===== config.mk =====
export PLATFORM = sky130hd
export DESIGN_NAME = pe_array_driver_flat
export DESIGN_NICKNAME = d
export VERILOG_FILES = /design/src/rtl/pe_array_driver_if.sv /design/src/rtl/pe_array_driver.sv /design/src/flat_wrapper.sv
export SDC_FILE = /design/constraint.sdc
export NUM_CORES = 2
export LEC_CHECK = 0
export BUFFER_PORTS_ARGS = -buffer_cell sky130_fd_sc_hd__buf_4
export CELL_PAD_IN_SITES_DETAIL_PLACEMENT = 1
export CELL_PAD_IN_SITES_GLOBAL_PLACEMENT = 2
export CORE_ASPECT_RATIO = 0.7
export CORE_MARGIN = 2
export CORE_UTILIZATION = 33
export DETAILED_ROUTE_END_ITERATION = 8
export PLACE_DENSITY = 0.78
export RECOVER_POWER = 50
export SETUP_SLACK_MARGIN = 0.4
export SLEW_MARGIN = 20
export SYNTH_ARGS = -nofsm -noshare
export SYNTH_HDL_FRONTEND = slang
export SYNTH_SLANG_ARGS = --single-unit

===== constraint.sdc =====
create_clock -name clock -period 9.7 [get_ports clock]
set_input_delay 1.455 -clock clock [delete_from_list [all_inputs] [get_ports clock]]
set_output_delay 1.455 -clock clock [all_outputs]
set_load 0.05 [all_outputs]

===== src/rtl/pe_array_driver_if.sv =====
// Bus bundle between the pixel source, pe_array_driver and the best-match comparator.
// master drives the pixel beats and start; slave is the PE array side.
interface pe_array_driver_if;
  logic         start;
  logic         pix_valid;
  logic [7:0]   refpix;
  logic [127:0] searchpix;
  logic [127:0] peout;
  logic [15:0]  peready;
  logic [3:0]   vectorx;
  logic [3:0]   vectory;
  logic         compstart;
  logic         busy;
  logic         done;

  modport master (
    output start, pix_valid, refpix, searchpix,
    input  peout, peready, vectorx, vectory, compstart, busy, done
  );

  modport slave (
    input  start, pix_valid, refpix, searchpix,
    output peout, peready, vectorx, vectory, compstart, busy, done
  );
endinterface


===== src/rtl/pe_array_driver.sv =====
// 16-PE absolute-difference array sweeping all 256 motion vectors of one 16-pixel block.
// Optional DIST_MEAN_EN: 12-bit accumulators, peout reports the mean (sum[11:4]) instead of a saturated sum.
module pe_array_driver (
  input logic             clock,
  input logic             reset,
  pe_array_driver_if.slave bus
);

`ifdef DIST_MEAN_EN
  localparam int ACC_W = 12;
`else
  localparam int ACC_W = 8;
`endif

  typedef enum logic [1:0] {IDLE, RUN, DONE} state_t;

  state_t             state_q, state_d;
  logic [4:0]         beat_q, beat_d;
  logic [3:0]         pass_q, pass_d;
  logic [7:0]         chain_q [15];
  logic [7:0]         chain_d [15];
  logic [ACC_W-1:0]   acc_q [16];
  logic [ACC_W-1:0]   acc_d [16];
  logic [15:0]        peready_q, peready_d;
  logic [3:0]         vectorx_q, vectorx_d;
  logic [3:0]         vectory_q, vectory_d;
  logic               accept;
  logic [7:0]         pe_ref  [16];
  logic [7:0]         pe_diff [16];

`ifdef DIST_MEAN_EN
  function automatic logic [ACC_W-1:0] acc_add(input logic [ACC_W-1:0] a, input logic [7:0] d);
    return a + {4'd0, d};
  endfunction
`else
  function automatic logic [ACC_W-1:0] acc_add(input logic [ACC_W-1:0] a, input logic [7:0] d);
    logic [8:0] s;
    s = {1'b0, a} + {1'b0, d};
    return s[8] ? 8'hFF : s[7:0];
  endfunction
`endif

  assign accept = (state_q == RUN) && bus.pix_valid;

  // PE j sees the reference pixel presented j accepted beats ago; chain_q[k] holds delay k+1.
  always_comb begin
    pe_ref[0] = bus.refpix;
    for (int j = 1; j < 16; j++) pe_ref[j] = chain_q[j-1];
    for (int j = 0; j < 16; j++) begin
      pe_diff[j] = (pe_ref[j] > bus.searchpix[8*j +: 8]) ? (pe_ref[j] - bus.searchpix[8*j +: 8])
                                                         : (bus.searchpix[8*j +: 8] - pe_ref[j]);
    end
  end

  always_comb begin
    state_d   = state_q;
    beat_d    = beat_q;
    pass_d    = pass_q;
    chain_d   = chain_q;
    peready_d = '0;
    vectorx_d = '0;
    vectory_d = '0;
    case (state_q)
      IDLE: begin
        if (bus.start) begin
          state_d = RUN;
          beat_d  = '0;
          pass_d  = '0;
        end
      end
      RUN: begin
        if (bus.pix_valid) begin
          chain_d[0] = bus.refpix;
          for (int k = 1; k < 15; k++) chain_d[k] = chain_q[k-1];
          // Beat b >= 15 closes the window of PE b-15.
          if (beat_q >= 5'd15) begin
            peready_d = 16'd1 << (beat_q - 5'd15);
            vectorx_d = 4'(beat_q - 5'd15);
            vectory_d = pass_q;
          end
          if (beat_q == 5'd30) begin
            beat_d = '0;
            if (pass_q == 4'd15) begin
              state_d = DONE;
              pass_d  = '0;
            end else begin
              pass_d = pass_q + 4'd1;
            end
          end else begin
            beat_d = beat_q + 5'd1;
          end
        end
      end
      DONE:    state_d = IDLE;
      default: state_d = IDLE;
    endcase
  end

  always_comb begin
    for (int j = 0; j < 16; j++) begin
      acc_d[j] = acc_q[j];
      if (accept) begin
        if (beat_q == 5'(j))
          acc_d[j] = ACC_W'(pe_diff[j]);
        else if ((beat_q > 5'(j)) && (beat_q <= 5'(j + 15)))
          acc_d[j] = acc_add(acc_q[j], pe_diff[j]);
      end
    end
  end

  always_ff @(posedge clock or posedge reset) begin
    if (reset) begin
      state_q   <= IDLE;
      beat_q    <= '0;
      pass_q    <= '0;
      peready_q <= '0;
      vectorx_q <= '0;
      vectory_q <= '0;
      for (int k = 0; k < 15; k++) chain_q[k] <= '0;
      for (int j = 0; j < 16; j++) acc_q[j] <= '0;
    end else begin
      state_q   <= state_d;
      beat_q    <= beat_d;
      pass_q    <= pass_d;
      peready_q <= peready_d;
      vectorx_q <= vectorx_d;
      vectory_q <= vectory_d;
      for (int k = 0; k < 15; k++) chain_q[k] <= chain_d[k];
      for (int j = 0; j < 16; j++) acc_q[j] <= acc_d[j];
    end
  end

  for (genvar g = 0; g < 16; g++) begin : g_lane
`ifdef DIST_MEAN_EN
    assign bus.peout[8*g +: 8] = acc_q[g][11:4];
`else
    assign bus.peout[8*g +: 8] = acc_q[g];
`endif
  end

  assign bus.peready   = peready_q;
  assign bus.vectorx   = vectorx_q;
  assign bus.vectory   = vectory_q;
  assign bus.compstart = (state_q != IDLE);
  assign bus.busy      = (state_q != IDLE);
  assign bus.done      = (state_q == DONE);

endmodule


===== src/flat_wrapper.sv =====
// flat-port wrapper written by rule: the top's interface ports become plain ports
module pe_array_driver_flat 
  (clock, reset, bus_start, bus_pix_valid, bus_refpix, bus_searchpix, bus_peout, bus_peready, bus_vectorx, bus_vectory, bus_compstart, bus_busy, bus_done);
  pe_array_driver_if bus_i ();
  input logic clock;
  input logic reset;
  input wire logic [$bits(bus_i.start)-1:0] bus_start;
  input wire logic [$bits(bus_i.pix_valid)-1:0] bus_pix_valid;
  input wire logic [$bits(bus_i.refpix)-1:0] bus_refpix;
  input wire logic [$bits(bus_i.searchpix)-1:0] bus_searchpix;
  output wire logic [$bits(bus_i.peout)-1:0] bus_peout;
  output wire logic [$bits(bus_i.peready)-1:0] bus_peready;
  output wire logic [$bits(bus_i.vectorx)-1:0] bus_vectorx;
  output wire logic [$bits(bus_i.vectory)-1:0] bus_vectory;
  output wire logic [$bits(bus_i.compstart)-1:0] bus_compstart;
  output wire logic [$bits(bus_i.busy)-1:0] bus_busy;
  output wire logic [$bits(bus_i.done)-1:0] bus_done;
  assign bus_i.start = bus_start;
  assign bus_i.pix_valid = bus_pix_valid;
  assign bus_i.refpix = bus_refpix;
  assign bus_i.searchpix = bus_searchpix;
  assign bus_peout = bus_i.peout;
  assign bus_peready = bus_i.peready;
  assign bus_vectorx = bus_i.vectorx;
  assign bus_vectory = bus_i.vectory;
  assign bus_compstart = bus_i.compstart;
  assign bus_busy = bus_i.busy;
  assign bus_done = bus_i.done;
  pe_array_driver u_core (.clock(clock), .reset(reset), .bus(bus_i));
endmodule

==> metrics.txt <==
status complete, but fails checks; failing checks capacitance limit, slew limit; Layout Skew 0.0260 ns; Placement Rows roughly 90; MaxCap Viol Count 3; largest cells by area after synthesis dfrtp_1 (25%), ha_1 (17%), o21ai_0 (5.3%); part of the power in the clock network 0.158; kind of critical path input port to register; Switch Pwr between 0.005 and 0.006 W; yosys warns 0; io pins around 300; CP top delay family simple AND/OR/NAND/NOR gates; Initial DRC Count around 1500; max incr delay on CP approximately 2.3 ns; Slowest-stage cell, CP and2_0; Root Driver clkbuf_16; initial antenna violation count 6; DRC 0; Hold Crit Class register to register; cts-stage hold buffer count 0; Fmax 0.174 GHz; Slew Limit Fails 190; post-route ant nets 0; leading area contributor after synthesis dfrtp_1; setup slack after layout roughly 3.9 ns; PwrDens around 320 nW/µm²; Synth top cells by count inv_1 (397), nand2_1 (392), ha_1 (391); Clk Latency, worst-skew pair just under 0.6 ns; Storage cell area between 7000 and 8000 µm²; final hold vios 0; Worst EP required 10.16 ns; final worst path period share 0.593; die area around 88000 µm²; Routed WL 98800 µm; ordered cell list for the critical path clkbuf_1, and2_0, nand2_1, or4_1, o311a_1; cell count after synthesis ~3500; Fillers about 10000; hold_ws ~0.50 ns; Synth cell types 90; Starting Density 0.335; dpl hpwl 78900 µm; Net Sw Frac 0.516; P_leak between 15 and 20 nW; Num CTS Buffers 40; via density per instance about 5.3; Slew headroom -2.43; Post-CTS Setup Bufs 0; Placement Setup Slack 3.71 ns; setup TNS 0 ns; IO buf count 294; maximum vdd drop roughly 0.16 mV; H-tree depth 2; Int Pwr between 0.005 and 0.006 W; mapped cell area ~28000 µm²; TritonRoute pass-1 iters 5; slew of the pin with the lowest slew margin slightly above 5 ns; register bit count reported by yosys 283; Post-synth ARST share 1.00; CTS tree built; wire length per cell a little over 20 µm; final-report setup violation count 0; largest net degree at the start of global routing around 190; CTS Sinks around 280; Die Wd ~350 µm; Post-synth EDFFs 0; crit path max fanout 58; mean post-synth cell area 8.15 µm²; Worst setup SP type input port; top-area cell type share of the netlist area 0.250; share of cells above drive strength 1 0.0892; Core Area 84600 µm²; vias in the first global route approximately 26000; GR Util All Layers 0.221; RSZ-0062 raised after global routing false; Clock Pin Slew Worst Setup and Hold Paths about 0.070 ns; critical path capture point type register; CTS resizes 0; top_reg_cell synth dfrtp_1; first-pass GRT wire length roughly 160000 µm; CP arrival just over 6 ns; Worst Path Buf+Inv 1; multi-input logic area roughly 19000 µm²; combinational share of power 0.656; grt total ovfl 0; post-synthesis sequential area ratio 0.250; # nets final 4270; Net Count, Synth between 4000 and 5000; die height around 250 µm; vias post-DR 25646; sequential power share 0.186; routability cong. a little under 0.9; P&R area growth vs syn 14.7%; count leader, synth inv_1; Final min period roughly 5.8 ns; worst-case clock buffer depth 3
-- state kept, by name, summed over array words and instances, names as in the netlist --
name and flops:
u_core.state_q 2, u_core.bus.vectorx 4, u_core.bus.peout 128, u_core.pass_q 4, u_core.chain_q 120, u_core.bus.peready 16, u_core.beat_q 5, u_core.bus.vectory 4
-- worst reg2reg max path, cell delays in order, from the launching register on --
cell and delay (ns):
dfrtp_1 0.44, nor2b_1 0.29, and2_0 2.37, nand2_1 1.33, or4_1 0.80, o311a_1 0.14
-- final timing paths --
| check | startpoint | to | slack, ns | cells after the start |
|---|---|---|---|---|
| min | u_core.chain_q[111]$_DFFE_PP0P_ | u_core.chain_q[103]$_DFFE_PP0P_ | 0.50 | 2 |
| min reg2reg | u_core.chain_q[111]$_DFFE_PP0P_ | u_core.chain_q[103]$_DFFE_PP0P_ | 0.50 | 2 |
| min in group asynchronous | reset | u_core.bus.peout[74]$_DFFE_PP0P_ | 2.42 | 2 |
| max in group asynchronous | reset | u_core.bus.peout[119]$_DFFE_PP0P_ | 4.21 | 4 |
| max | bus_pix_valid | u_core.bus.peout[38]$_DFFE_PP0P_ | 3.95 | 5 |
| max reg2reg | u_core.state_q[0]$_DFFE_PP0P_ | u_core.bus.peout[38]$_DFFE_PP0P_ | 4.21 | 5 |
-- power groups by stage --
stage,clock (W),combinational [W],sequential (W)
2_1_floorplan,0,0.00431,0.00267
3_3_place_gp,0,0.00685,0.00196
3_5_place_dp,0,0.00694,0.00196
4_1_cts,0.00170,0.00698,0.00194
5_1_grt,0.00174,0.00758,0.00199
6_report,0.00164,0.00682,0.00193
-- through the flow --
stage | cells | total power, W | util | instance area [µm²]
final | 4860 | 0.0104 | 0.384 | 32500
after global routing | 4859 | 0.0113 | 0.384 | 32500
after CTS | 4859 | 0.0106 | 0.389 | 32900
after detailed placement | 4786 | 0.00890 | 0.372 | 31500
after global placement | 4786 | 0.00880 | 0.372 | 31500
after floorplan | 3476 | 0.00698 | - | 28300
-- logic make-up (layout without fill, tap and decap cells) --
logic type                 after synthesis  count (layout)  share of synthesized area
DFF                                    283             283                      0.250
and+or+nand+nor                        916             916                      0.150
AOI/OAI and AO/OA                     1032            1032                      0.231
muxes                                   91              91                     0.0325
other                                    0               1                          0
buffers and inverters                  533             779                     0.0739
adders and majority gates              439             439                      0.207
xor gates and xnor gates               182             182                     0.0562
-- per-layer routing --
metal / part of all wire / vias to the layer above / track usage
li1: - / 12632 / -
met1: 0.53 / 12522 / 0.338
met2: 0.42 / 408 / 0.330
met3: 0.042 / 80 / 0.0325
met4: 0.012 / 4 / 0.0332
met5: 0.00028 / - / 0
-- layout make-up --
class,instances,share of cell area
clock inverter,20,0.00904
sequential,283,0.218
tap,1137,0.0437
inverter,397,0.0459
multi-input combinational,2660,0.590
antenna,1,0.0000770
clock buffer,53,0.0345
timing repair buffer,309,0.0593
-- placed cells by master, fill, tap and decap left out, types with 22 or more instances in the layout --
cell type	count
ha_1	391
nor2_1	178
clkbuf_16	41
o21a_1	26
nand3_1	67
xor2_1	80
o31ai_1	22
nand2_1	392
nor2b_1	29
fa_1	48
xnor2_1	102
a211oi_1	54
clkbuf_1	115
dfrtp_1	283
o21ai_0	298
a31oi_1	49
mux2i_1	82
a21oi_1	231
o22ai_1	61
nand4_1	30
buf_4	199
nor3_1	59
nand2b_1	32
inv_1	396
a21o_1	84
(Power assumes the default switching activity.)
